<file path="src/rtl/ball_tracker_grid_if.sv">
// ---------------------------------------------------------------------------
// ball_tracker_grid_if
//   Pixel-stream bundle around the ball tracker. The source side (camera /
//   VGA timing) drives the incoming pixel and timing strobes. The tracker
//   drives the outgoing, overlaid pixel stream back toward the VGA
//   controller.
//
//   Incoming (master -> slave):
//     pix_valid      active-area pixel strobe
//     x, y           13-bit active-area column / line
//     line_end       one-cycle pulse after the last pixel of a line
//     frame_end      one-cycle pulse after the last line
//     r_in/g_in/b_in 8-bit colour components
//   Outgoing (slave -> master):
//     r_out/g_out/b_out  colour with the marker overlay, one cycle late
//     pix_valid_out      pix_valid delayed by one cycle
// ---------------------------------------------------------------------------
interface ball_tracker_grid_if;
    logic        pix_valid;
    logic [12:0] x;
    logic [12:0] y;
    logic        line_end;
    logic        frame_end;
    logic [7:0]  r_in;
    logic [7:0]  g_in;
    logic [7:0]  b_in;
    logic [7:0]  r_out;
    logic [7:0]  g_out;
    logic [7:0]  b_out;
    logic        pix_valid_out;

    modport master (
        output pix_valid, x, y, line_end, frame_end, r_in, g_in, b_in,
        input  r_out, g_out, b_out, pix_valid_out
    );

    modport slave (
        input  pix_valid, x, y, line_end, frame_end, r_in, g_in, b_in,
        output r_out, g_out, b_out, pix_valid_out
    );
endinterface

</file>
<file path="src/rtl/ball_tracker_grid.sv">
// ---------------------------------------------------------------------------
// ball_tracker_grid
//   Streaming colour-blob tracker. Each active pixel is classified as
//   "target green". Hits are counted per BLOCK x BLOCK grid cell of the
//   current block row. The GRID_COLS counters are scanned during the
//   horizontal blanking that follows the last line of every block row, and
//   the running best cell is committed at frame end. The committed cell is
//   painted with MARK_RGB in the outgoing video, which has one cycle of
//   latency.
//
// Ports:
//   CLK, reset     clock; synchronous active-high reset
//   enable         0 = registered passthrough, no accumulation, no commits
//   vid            pixel stream in/out (ball_tracker_grid_if.slave)
//   ball_valid     committed detection valid
//   ball_col/row   committed cell coordinates
//   ball_count     hit count of the committed cell
//   frame_done     one-cycle pulse when a commit happens
//   overrun        sticky: a pixel arrived while scanning/committing
//
// Optional build macro BALL_TRACKER_HOLD_EN: keep the last position valid
// through up to HOLD_FRAMES-1 consecutive failed commits.
// ---------------------------------------------------------------------------
module ball_tracker_grid #(
    parameter int          GRID_COLS   = 40,
    parameter int          GRID_ROWS   = 30,
    parameter int          BLOCK       = 16,
    parameter int          CNT_W       = 9,
    parameter int          G_MARGIN    = 32,
    parameter int          G_MIN       = 64,
    parameter int          MIN_COUNT   = 9,
    parameter int          HOLD_FRAMES = 4,
    parameter logic [23:0] MARK_RGB    = 24'h000000
) (
    input  logic                         CLK,
    input  logic                         reset,
    input  logic                         enable,
    ball_tracker_grid_if.slave           vid,
    output logic                         ball_valid,
    output logic [$clog2(GRID_COLS)-1:0] ball_col,
    output logic [$clog2(GRID_ROWS)-1:0] ball_row,
    output logic [CNT_W-1:0]             ball_count,
    output logic                         frame_done,
    output logic                         overrun
);
    localparam int SH    = $clog2(BLOCK);
    localparam int COL_W = $clog2(GRID_COLS);
    localparam int ROW_W = $clog2(GRID_ROWS);

    // Elaboration-time sanity check of the parameter set.
    if (HOLD_FRAMES < 1 || (BLOCK & (BLOCK - 1)) != 0 || BLOCK < 2 ||
        (1 << CNT_W) <= BLOCK * BLOCK) begin : g_param_check
        $error("ball_tracker_grid: invalid parameter combination");
    end

    typedef enum logic [1:0] {ACCUM, SCAN, COMMIT} state_t;

    state_t             state;
    state_t             state_nx;
    logic [CNT_W-1:0]   cnt [GRID_COLS];
    logic [COL_W-1:0]   scan_idx;
    logic [ROW_W-1:0]   scan_row;
    logic               frame_pend;
    logic [CNT_W-1:0]   best_cnt;
    logic [COL_W-1:0]   best_col;
    logic [ROW_W-1:0]   best_row;

`ifdef BALL_TRACKER_HOLD_EN
    localparam int MISS_W = $clog2(HOLD_FRAMES + 1);
    logic [MISS_W-1:0]  miss_cnt;
`endif

    // Target test in 9 bits so r/b + margin cannot wrap.
    function automatic logic is_target(input logic [7:0] r, input logic [7:0] g,
                                       input logic [7:0] b);
        logic [8:0] r9, g9, b9;
        r9 = {1'b0, r};
        g9 = {1'b0, g};
        b9 = {1'b0, b};
        return (g9 >= r9 + 9'(G_MARGIN)) && (g9 >= b9 + 9'(G_MARGIN)) &&
               (g9 >= 9'(G_MIN));
    endfunction

    function automatic logic [CNT_W-1:0] sat_inc(input logic [CNT_W-1:0] v);
        return (v == '1) ? v : v + CNT_W'(1);
    endfunction

    logic [12:0]      pix_col;
    logic [12:0]      pix_row;
    logic [COL_W-1:0] hit_col;
    logic             in_grid;
    logic             hit;
    logic             row_last;
    logic             scan_start;
    logic             scan_last;
    logic             in_mark;

    assign pix_col    = vid.x >> SH;
    assign pix_row    = vid.y >> SH;
    assign hit_col    = pix_col[COL_W-1:0];
    assign in_grid    = (vid.x < 13'(GRID_COLS * BLOCK)) && (vid.y < 13'(GRID_ROWS * BLOCK));
    assign hit        = enable && (state == ACCUM) && vid.pix_valid && in_grid &&
                        is_target(vid.r_in, vid.g_in, vid.b_in);
    // line_end closes a block row when the line just finished is the last
    // line of a cell and still inside the grid.
    assign row_last   = (vid.y[SH-1:0] == '1) && (pix_row < 13'(GRID_ROWS));
    assign scan_start = (state == ACCUM) && vid.line_end && row_last;
    assign scan_last  = (scan_idx == COL_W'(GRID_COLS - 1));
    assign in_mark    = ball_valid && vid.pix_valid &&
                        (pix_col == 13'(ball_col)) && (pix_row == 13'(ball_row));

    always_ff @(posedge CLK) begin
        if (reset) state <= ACCUM;
        else       state <= state_nx;
    end

    always_comb begin
        state_nx = state;
        unique case (state)
            ACCUM: begin
                if (vid.line_end && row_last) state_nx = SCAN;
                else if (vid.frame_end)       state_nx = COMMIT;
            end
            SCAN: begin
                if (scan_last) state_nx = (frame_pend || vid.frame_end) ? COMMIT : ACCUM;
            end
            COMMIT:  state_nx = ACCUM;
            default: state_nx = ACCUM;
        endcase
        if (!enable) state_nx = ACCUM;
    end

    // A frame_end that lands while a scan is pending or running is
    // remembered and turned into a commit once the scan finishes.
    always_ff @(posedge CLK) begin
        if (reset || !enable) begin
            frame_pend <= 1'b0;
        end else if (scan_start) begin
            frame_pend <= vid.frame_end;
        end else if (state == SCAN) begin
            if (scan_last)          frame_pend <= 1'b0;
            else if (vid.frame_end) frame_pend <= 1'b1;
        end
    end

    // Per-column hit counters for the current block row. The scan clears
    // each entry as it reads it, leaving the row empty for the next block row.
    always_ff @(posedge CLK) begin
        if (reset || !enable) begin
            for (int i = 0; i < GRID_COLS; i++) cnt[i] <= '0;
        end else if (state == SCAN) begin
            cnt[scan_idx] <= '0;
        end else if (hit) begin
            cnt[hit_col] <= sat_inc(cnt[hit_col]);
        end
    end

    // Running best over the frame. Strict '>' keeps the earliest cell on ties.
    always_ff @(posedge CLK) begin
        if (reset || !enable) begin
            scan_idx <= '0;
            scan_row <= '0;
            best_cnt <= '0;
            best_col <= '0;
            best_row <= '0;
        end else begin
            unique case (state)
                ACCUM: begin
                    if (scan_start) begin
                        scan_idx <= '0;
                        scan_row <= pix_row[ROW_W-1:0];
                    end
                end
                SCAN: begin
                    if (cnt[scan_idx] > best_cnt) begin
                        best_cnt <= cnt[scan_idx];
                        best_col <= scan_idx;
                        best_row <= scan_row;
                    end
                    scan_idx <= scan_idx + COL_W'(1);
                end
                COMMIT:  best_cnt <= '0;
                default: ;
            endcase
        end
    end

    // Commit of the frame result, and the sticky overrun flag.
    always_ff @(posedge CLK) begin
        if (reset) begin
            ball_valid <= 1'b0;
            ball_col   <= '0;
            ball_row   <= '0;
            ball_count <= '0;
            frame_done <= 1'b0;
            overrun    <= 1'b0;
`ifdef BALL_TRACKER_HOLD_EN
            miss_cnt   <= '0;
`endif
        end else begin
            frame_done <= 1'b0;
            if (enable && (state != ACCUM) && vid.pix_valid) overrun <= 1'b1;
            if (enable && (state == COMMIT)) begin
                frame_done <= 1'b1;
                if (best_cnt >= CNT_W'(MIN_COUNT)) begin
                    ball_valid <= 1'b1;
                    ball_col   <= best_col;
                    ball_row   <= best_row;
                    ball_count <= best_cnt;
`ifdef BALL_TRACKER_HOLD_EN
                    miss_cnt   <= '0;
`endif
                end else begin
`ifdef BALL_TRACKER_HOLD_EN
                    // Position holds; validity survives until the
                    // HOLD_FRAMES-th consecutive miss.
                    if (miss_cnt < MISS_W'(HOLD_FRAMES)) miss_cnt <= miss_cnt + MISS_W'(1);
                    if (int'(miss_cnt) + 1 >= HOLD_FRAMES) ball_valid <= 1'b0;
`else
                    ball_valid <= 1'b0;
`endif
                end
            end
        end
    end

    // Video path: one register stage, marker painted over the committed cell.
    always_ff @(posedge CLK) begin
        if (reset) begin
            vid.pix_valid_out <= 1'b0;
            vid.r_out         <= '0;
            vid.g_out         <= '0;
            vid.b_out         <= '0;
        end else begin
            vid.pix_valid_out <= vid.pix_valid;
            if (enable && in_mark) begin
                {vid.r_out, vid.g_out, vid.b_out} <= MARK_RGB;
            end else begin
                vid.r_out <= vid.r_in;
                vid.g_out <= vid.g_in;
                vid.b_out <= vid.b_in;
            end
        end
    end

endmodule

</file>
<file path="src/flat_wrapper.sv">
// flat-port wrapper written by rule: the top's interface ports become plain ports
module ball_tracker_grid_flat 
#(
    parameter int          GRID_COLS   = 40,
    parameter int          GRID_ROWS   = 30,
    parameter int          BLOCK       = 16,
    parameter int          CNT_W       = 9,
    parameter int          G_MARGIN    = 32,
    parameter int          G_MIN       = 64,
    parameter int          MIN_COUNT   = 9,
    parameter int          HOLD_FRAMES = 4,
    parameter logic [23:0] MARK_RGB    = 24'h000000
)
  (CLK, reset, enable, ball_valid, ball_col, ball_row, ball_count, frame_done, overrun, vid_pix_valid, vid_x, vid_y, vid_line_end, vid_frame_end, vid_r_in, vid_g_in, vid_b_in, vid_r_out, vid_g_out, vid_b_out, vid_pix_valid_out);
  ball_tracker_grid_if vid_i ();
  input  logic CLK;
  input  logic reset;
  input  logic enable;
  output logic ball_valid;
  output logic [$clog2(GRID_COLS)-1:0] ball_col;
  output logic [$clog2(GRID_ROWS)-1:0] ball_row;
  output logic [CNT_W-1:0] ball_count;
  output logic frame_done;
  output logic overrun;
  input wire logic [$bits(vid_i.pix_valid)-1:0] vid_pix_valid;
  input wire logic [$bits(vid_i.x)-1:0] vid_x;
  input wire logic [$bits(vid_i.y)-1:0] vid_y;
  input wire logic [$bits(vid_i.line_end)-1:0] vid_line_end;
  input wire logic [$bits(vid_i.frame_end)-1:0] vid_frame_end;
  input wire logic [$bits(vid_i.r_in)-1:0] vid_r_in;
  input wire logic [$bits(vid_i.g_in)-1:0] vid_g_in;
  input wire logic [$bits(vid_i.b_in)-1:0] vid_b_in;
  output wire logic [$bits(vid_i.r_out)-1:0] vid_r_out;
  output wire logic [$bits(vid_i.g_out)-1:0] vid_g_out;
  output wire logic [$bits(vid_i.b_out)-1:0] vid_b_out;
  output wire logic [$bits(vid_i.pix_valid_out)-1:0] vid_pix_valid_out;
  assign vid_i.pix_valid = vid_pix_valid;
  assign vid_i.x = vid_x;
  assign vid_i.y = vid_y;
  assign vid_i.line_end = vid_line_end;
  assign vid_i.frame_end = vid_frame_end;
  assign vid_i.r_in = vid_r_in;
  assign vid_i.g_in = vid_g_in;
  assign vid_i.b_in = vid_b_in;
  assign vid_r_out = vid_i.r_out;
  assign vid_g_out = vid_i.g_out;
  assign vid_b_out = vid_i.b_out;
  assign vid_pix_valid_out = vid_i.pix_valid_out;
  ball_tracker_grid #(.GRID_COLS(GRID_COLS), .GRID_ROWS(GRID_ROWS), .BLOCK(BLOCK), .CNT_W(CNT_W), .G_MARGIN(G_MARGIN), .G_MIN(G_MIN), .MIN_COUNT(MIN_COUNT), .HOLD_FRAMES(HOLD_FRAMES), .MARK_RGB(MARK_RGB)) u_core (.CLK(CLK), .reset(reset), .enable(enable), .vid(vid_i), .ball_valid(ball_valid), .ball_col(ball_col), .ball_row(ball_row), .ball_count(ball_count), .frame_done(frame_done), .overrun(overrun));
endmodule
</file>
<file path="config.mk">
export PLATFORM = sky130hd
export DESIGN_NAME = ball_tracker_grid_flat
export DESIGN_NICKNAME = d
export VERILOG_FILES = /design/src/rtl/ball_tracker_grid_if.sv /design/src/rtl/ball_tracker_grid.sv /design/src/flat_wrapper.sv
export SDC_FILE = /design/constraint.sdc
export NUM_CORES = 1
export LEC_CHECK = 0
export ABC_CLOCK_PERIOD_IN_PS = 10550
export CAP_MARGIN = 5
export CORE_MARGIN = 4
export CORE_UTILIZATION = 40
export CTS_BUF_LIST = sky130_fd_sc_hd__clkbuf_8
export CTS_CLUSTER_SIZE = 10
export DETAILED_ROUTE_END_ITERATION = 12
export GPL_ROUTABILITY_DRIVEN = 1
export GPL_TIMING_DRIVEN = 0
export PLACE_DENSITY_LB_ADDON = 0.25
export SYNTH_ARGS = -nofsm -noshare
export SYNTH_HDL_FRONTEND = slang
export SYNTH_SLANG_ARGS = --single-unit
</file>
<file path="constraint.sdc">
create_clock -name CLK -period 10.55 [get_ports CLK]
set_clock_uncertainty 0.15 [all_clocks]
set_input_delay 2.11 -clock CLK [delete_from_list [all_inputs] [get_ports CLK]]
set_output_delay 2.11 -clock CLK [all_outputs]
set_load 0.03 [all_outputs]
</file>
# ---- Yosys cells after proc, flatten, opt, wreduce, memory -nomap -nowiden
# Memories as Yosys holds them, arrays and structs flattened. A register that Yosys moved wholly into a read port is not among the register bits.
# Cells that the tools add are included.
dict set report op_classes {
  n_reduce_logical 38
  eq_ne 11
  bitwise 1
  n_addsub 4
  n_lt_le_gt_ge 8
  n_mux 33
}
# operator n
set ops {}
lappend ops {{9-bit two-way mux} 4}
lappend ops {{6-bit two-way mux} 5}
lappend ops {{8-bit by 6-bit adder with 9-bit output, second input constant} 2}
lappend ops {{8-bit by 9-bit greater-or-equal comparator with 1-bit output} 2}
lappend ops {{1-bit logical AND} 18}
lappend ops {{9-bit case mux with 2 select lines} 1}
lappend ops {{9-bit OR reduction} 2}
lappend ops {{1-bit two-way mux} 17}
lappend ops {{2-bit AND reduction} 7}
lappend ops {{13-bit by 10-bit less-than comparator with 1-bit output, second input constant} 1}
lappend ops {{13-bit by 9-bit less-than comparator with 1-bit output, second input constant} 1}
lappend ops {{6-bit case mux with 2 select lines} 1}
lappend ops {{9-bit by 1-bit adder with 9-bit output, second input constant} 1}
lappend ops {{9-bit by 5-bit == test with 1-bit output} 1}
lappend ops {{9-bit by 6-bit == test with 1-bit output} 1}
lappend ops {{9-bit == test, second input constant} 1}
lappend ops {{9-bit by 4-bit greater-or-equal comparator with 1-bit output, second input constant} 1}
lappend ops {{9-bit greater-than comparator} 1}
lappend ops {{9-bit by 5-bit less-than comparator with 1-bit output, second input constant} 1}
lappend ops {{8-bit by 7-bit greater-or-equal comparator with 1-bit output, second input constant} 1}
lappend ops {{2-bit two-way mux} 4}
lappend ops {{2-bit nonzero test} 4}
lappend ops {{6-bit by 1-bit adder with 6-bit output, second input constant} 1}
lappend ops {{6-bit == test, second input constant} 1}
lappend ops {{other kinds (13)} 16}
dict set report word_totals {
  word_cells 113
  output_inout_bits 48
  mem_bits_rw 360
  memories 1
  regBits 82
  inputBits 56
}
# name depth word_bits rd rd_ports_with_merged_regs write_ports line_no
set mem_list {}
lappend mem_list {u_core.cnt 40 9 2 1 40 ball_tracker_grid.sv:60} ;# logic [CNT_W-1:0] cnt [GRID_COLS];

# ---- Longest topological paths before layout
# Gate-level depths: netlist (run 1).
dict set report depth {
  ltp_word 11
  ltp_mapped 20
  ltp_nobuf 14
}

# ---- Least setup slack after synthesis (run 1)
# OpenSTA, ideal clock, no wires.
dict set report synth_timing {
  path_kind {in2reg}
  from {input port vid_x[4]}
  to {memory u_core.cnt[40][3] (data pin)}
  t_required_ns 10.086
  setup_ns 0.314
  arrival_time_ns 6.038
  cell_stages 17
  path_buffers 7
  setup_slack_ns 4.049
  cell_sequence {buf_6 -> buf_8 -> buf_12 -> buf_12 -> buf_12 -> buf_12 -> mux4_2 -> mux2i_1 -> a32o_1 -> a311oi_4 -> ha_1 -> inv_1 -> or4b_1 -> or3b_1 -> a21bo_2 -> buf_2 -> nor2_1}
}
# item line_no
set synth_lines {}
lappend synth_lines {{start, declared} flat_wrapper.sv:26} ;# input wire logic [$bits(vid_i.x)-1:0] vid_x;
lappend synth_lines {{end, declared} ball_tracker_grid.sv:60}

==> results of run 1 <==
-- how the worst min path moves through the flow --
stage | start | endpoint | slack, ns | depth (start not counted)
after CTS | u_core.overrun | u_core.overrun | 0.30 | 2
after detailed placement | u_core.overrun | u_core.overrun | 0.30 | 2
after floorplan | u_core.best_cnt[6] | u_core.ball_count[6] | 0.31 | 1
after global routing | u_core.overrun | u_core.overrun | 0.33 | 2
after global placement | u_core.overrun | u_core.overrun | 0.30 | 2
final | u_core.overrun | u_core.overrun | 0.30 | 2
-- state kept, by name (all words and copies together) (netlist names), named ones only --
name / flops
u_core.overrun: 1
u_core.ball_col: 6
u_core.state: 2
u_core.best_row: 5
u_core.best_col: 6
u_core.best_cnt: 9
u_core.frame_done: 1
u_core.frame_pend: 1
u_core.cnt: 576
u_core.scan_idx: 6
u_core.vid.r_out: 8
u_core.vid.b_out: 8
u_core.ball_row: 5
u_core.ball_valid: 1
u_core.ball_count: 9
u_core.vid.pix_valid_out: 1
u_core.scan_row: 5
u_core.vid.g_out: 8
-- power groups by stage --
stage                     Combinational [W]  Clock (W)  Sequential [W]
after floorplan                    0.000262          0         0.00298
after global placement             0.000502          0         0.00298
after detailed placement           0.000512          0         0.00298
after CTS                          0.000514    0.00221         0.00293
after global routing               0.000537    0.00233         0.00293
final                              0.000529    0.00219         0.00293
-- cells by family after synthesis --
kind of cell / share of synthesized area, %
AO/OA/AOI/OAI: 3.68
XOR/XNOR: 0.393
adder cells (fa/ha/maj): 1.08
buffers and inverters: 3.39
flip-flops: 57.0
multiplexers: 24.8
AND/OR/NAND/NOR: 9.68
-- layer usage --
| layer | global-route usage [%] | vias to the layer above | wire (µm) |
|---|---|---|---|
| met5 | 0 | - | 46 |
| met3 | 11.2 | 426 | 18300 |
| met1 | 38.0 | 12300 | 48900 |
| met4 | 16.5 | 6 | 9130 |
| li1 | - | 9387 | - |
| met2 | 45.3 | 1878 | 59300 |
-- synthesized netlist by cell type, types with 16 or more instances --
cell type	number
ha_1	29
mux4_1	35
or3_1	18
nor2b_1	16
nand3_1	21
nand2_1	85
o21ai_0	45
and2_1	22
mux2i_1	81
mux4_2	288
a22oi_1	23
clkbuf_1	120
edfxtp_1	576
nor2_1	373
dfxtp_1	88
inv_1	31
a21oi_1	37
buf_1	22
nor3_1	107
buf_2	25
nand2b_1	18
-- critical path, cell delays in order --
cell	delay, ns
clkdlybuf4s50_1	0.58
buf_2	0.32
inv_2	0.39
buf_1	1.09
buf_4	0.51
mux2i_1	0.31
a32o_1	0.44
a311oi_4	0.36
ha_1	0.32
nand4b_1	0.16
or3_1	0.33
clkbuf_1	0.21
xnor2_1	0.89
clkbuf_1	0.56
nor2_2	0.08
buf_8	0.19
-- layout make-up --
type	count	area, µm²
fill	7287	44200
clock buffer	125	1720
sequential	664	19100
timing repair buffer	134	1400
buffer	194	1010
clock inverter	77	357
multi-input combinational	1352	13300
tap	1070	1340
inverter	33	124
antenna	7	17.5
-- per-stage QoR --
step / std cells / cell area (µm²) / util, % / power (W)
6_report: 3656 / 38300 / 46.4 / 0.00565
5_1_grt: 3651 / 38300 / 46.4 / 0.00580
4_1_cts: 3647 / 38300 / 46.4 / 0.00565
3_5_place_dp: 3445 / 36200 / 43.9 / 0.00349
3_3_place_gp: 3410 / 35800 / 43.3 / 0.00348
2_1_floorplan: 2243 / 33400 / - / 0.00324
==> metrics.md, run 1 <==
| Metric | Value |
|---|---|
| Most frequent cells in the layout | edfxtp_1, nor2_1, mux4_2 |
| Critical Path End | u_core.cnt[44][0] |
| Total grt overflow | 0 |
| Yosys warns | 0 |
| HP Class | reg2reg |
| Comb power frac | 9.4% |
| Cts bufs inserted | 111 |
| # Post-CTS Setup Buffers | 0 |
| R2R cell count | 18 |
| Clk sinks | 664 |
| Drt wl/cell | 37.1 µm |
| DR iter-0 viols | 3382 |
| Post-synth cell types | 76 |
| Commonest non-fill, non-tap cell in the layout | edfxtp_1 |
| Final WS setup | 1.94 ns |
| Minimum clock period | 8.61 ns |
| Fin Setup TNS | 0 ns |
| H-tree lvl count | 3 |
| Clk root buf | clkbuf_8 |
| DP HPWL | 99800 µm |
| Worst reg2reg endpoint | u_core.best_row[0] |
| Wirelength, routed | 136000 µm |
| Unrepaired setup endpoints after global routing | no |
| Status | completed |
| Top fanout value on the critical path | 24 |
| Post-CTS Resized | 0 |
| Clock Pin Slew Worst Setup and Hold Paths | 0.06 ns |
| CP Capture Type | flip-flop |
| Top post-synthesis cells by area | edfxtp_1, mux4_2, dfxtp_1 |
| Share of cells above drive strength 1 | 21.6% |
| Later-pin clock latency in the skew report | 0.78 ns |
| Fin Hold WS | 0.301 ns |
| Sequential area share after synthesis | 57.0% |
| Max VDD drop | 0.121 mV |
| Slew headroom | 4.93% |
| CTS tree | built |
| Worst setup path start | vid_x[6] |
| R2R Setup Slk | 3.50 ns |
| Layout overhead on the synthesized area | 14.6% |
| Vias in the first global route | 23700 |
| Fmax | 0.116 GHz |
| Mapped cell area | 0.0334 mm² |
| Syn Inst Count | 2243 |
| Cell taking the most area after synthesis | edfxtp_1 |
| Antenna Violating Nets Remaining | 0 |
| Final setup vio count | 0 |
| Average size of a mapped cell | 14.9 µm² |
| Global-route wire length before repair | 186000 µm |
| Ys flop type | edfxtp_1 |
| PwrDens | 147 mW/mm² |
| Max-slew violation count | 0 |
| Seq pwr share | 51.8% |
| Place WS | 1.50 ns |
| Critical path class | in2reg |
| Die area | 0.0883 mm² |
| CP Data Arrival Time | 8.93 ns |
| Ys async rst share | 0% |
| Slew @ Worst Pin | 1.43 ns |
| Cell internal pwr | 0.00417 W |
| Switching part of the total | 26.1% |
| CTS Hold Bufs | 0 |
| EDFF count, synth | 576 |
| CP Launch Type | primary input |
| Synth top area share | 51.7% |
| Synthesized Nets | 2328 |
| Core area | 0.0825 mm² |
| Drt via density | 6.56 |
| Port Buffers | 97 |
| Total track usage | 30.2% |
| # rows | 105 |
| Leak | 13.6 nW |
| WP data required | 10.87 ns |
| Tcrit/Tclk final | 81.6% |
| I/O pins | 104 |
| Final hold vios | 0 |
| Initial antenna violation count | 9 |
| Nets | 2575 |
| Final GP Congestion | 1.07 |
| Clock Path Buffers | 3 |
| Pin count of the biggest net entering global routing | 25 |
| TritonRoute pass-1 iters | 8 |
| Yosys reg bits | 664 |
| NetSw | 0.00148 W |
| Max Cap Viol | 0 |
| Drt drc | 0 |
| Clk pwr share | 38.8% |
| Initial Util | 40.5% |
| Via count | 24000 |
| Die width | 297 µm |
| Chip Height | 297 µm |
Note: power is estimated with default switching activity, not from simulation.
==> run 2: changes to the inputs <==
--- a/config.mk
+++ b/config.mk
@@ -5,7 +5,7 @@
 export SDC_FILE = /design/constraint.sdc
 export NUM_CORES = 1
 export LEC_CHECK = 0
-export ABC_CLOCK_PERIOD_IN_PS = 10550
+export ABC_CLOCK_PERIOD_IN_PS = 8100
 export CAP_MARGIN = 5
 export CORE_MARGIN = 4
 export CORE_UTILIZATION = 40
==> constraint.sdc (replaced) <==
create_clock -name CLK -period 8.1 [get_ports CLK]
set_clock_uncertainty 0.15 [all_clocks]
set_input_delay 1.62 -clock CLK [delete_from_list [all_inputs] [get_ports CLK]]
set_output_delay 1.62 -clock CLK [all_outputs]
set_load 0.03 [all_outputs]
==> results of run 2 <==
The final DEF is identical to that of run 1. Status: finished with violations: negative setup slack.
Among the figures that moved: setup slack after placement 1.50 ns -> -0.458 ns; setup slack after layout 1.94 ns -> -0.0192 ns; setup TNS 0 ns -> -0.206 ns; number of setup violations in the final report 0 -> 20; register-to-register setup slack 3.50 ns -> 1.05 ns; total power 0.00565 W -> 0.00736 W; worst IR drop on VDD 0.121 mV -> 0.158 mV
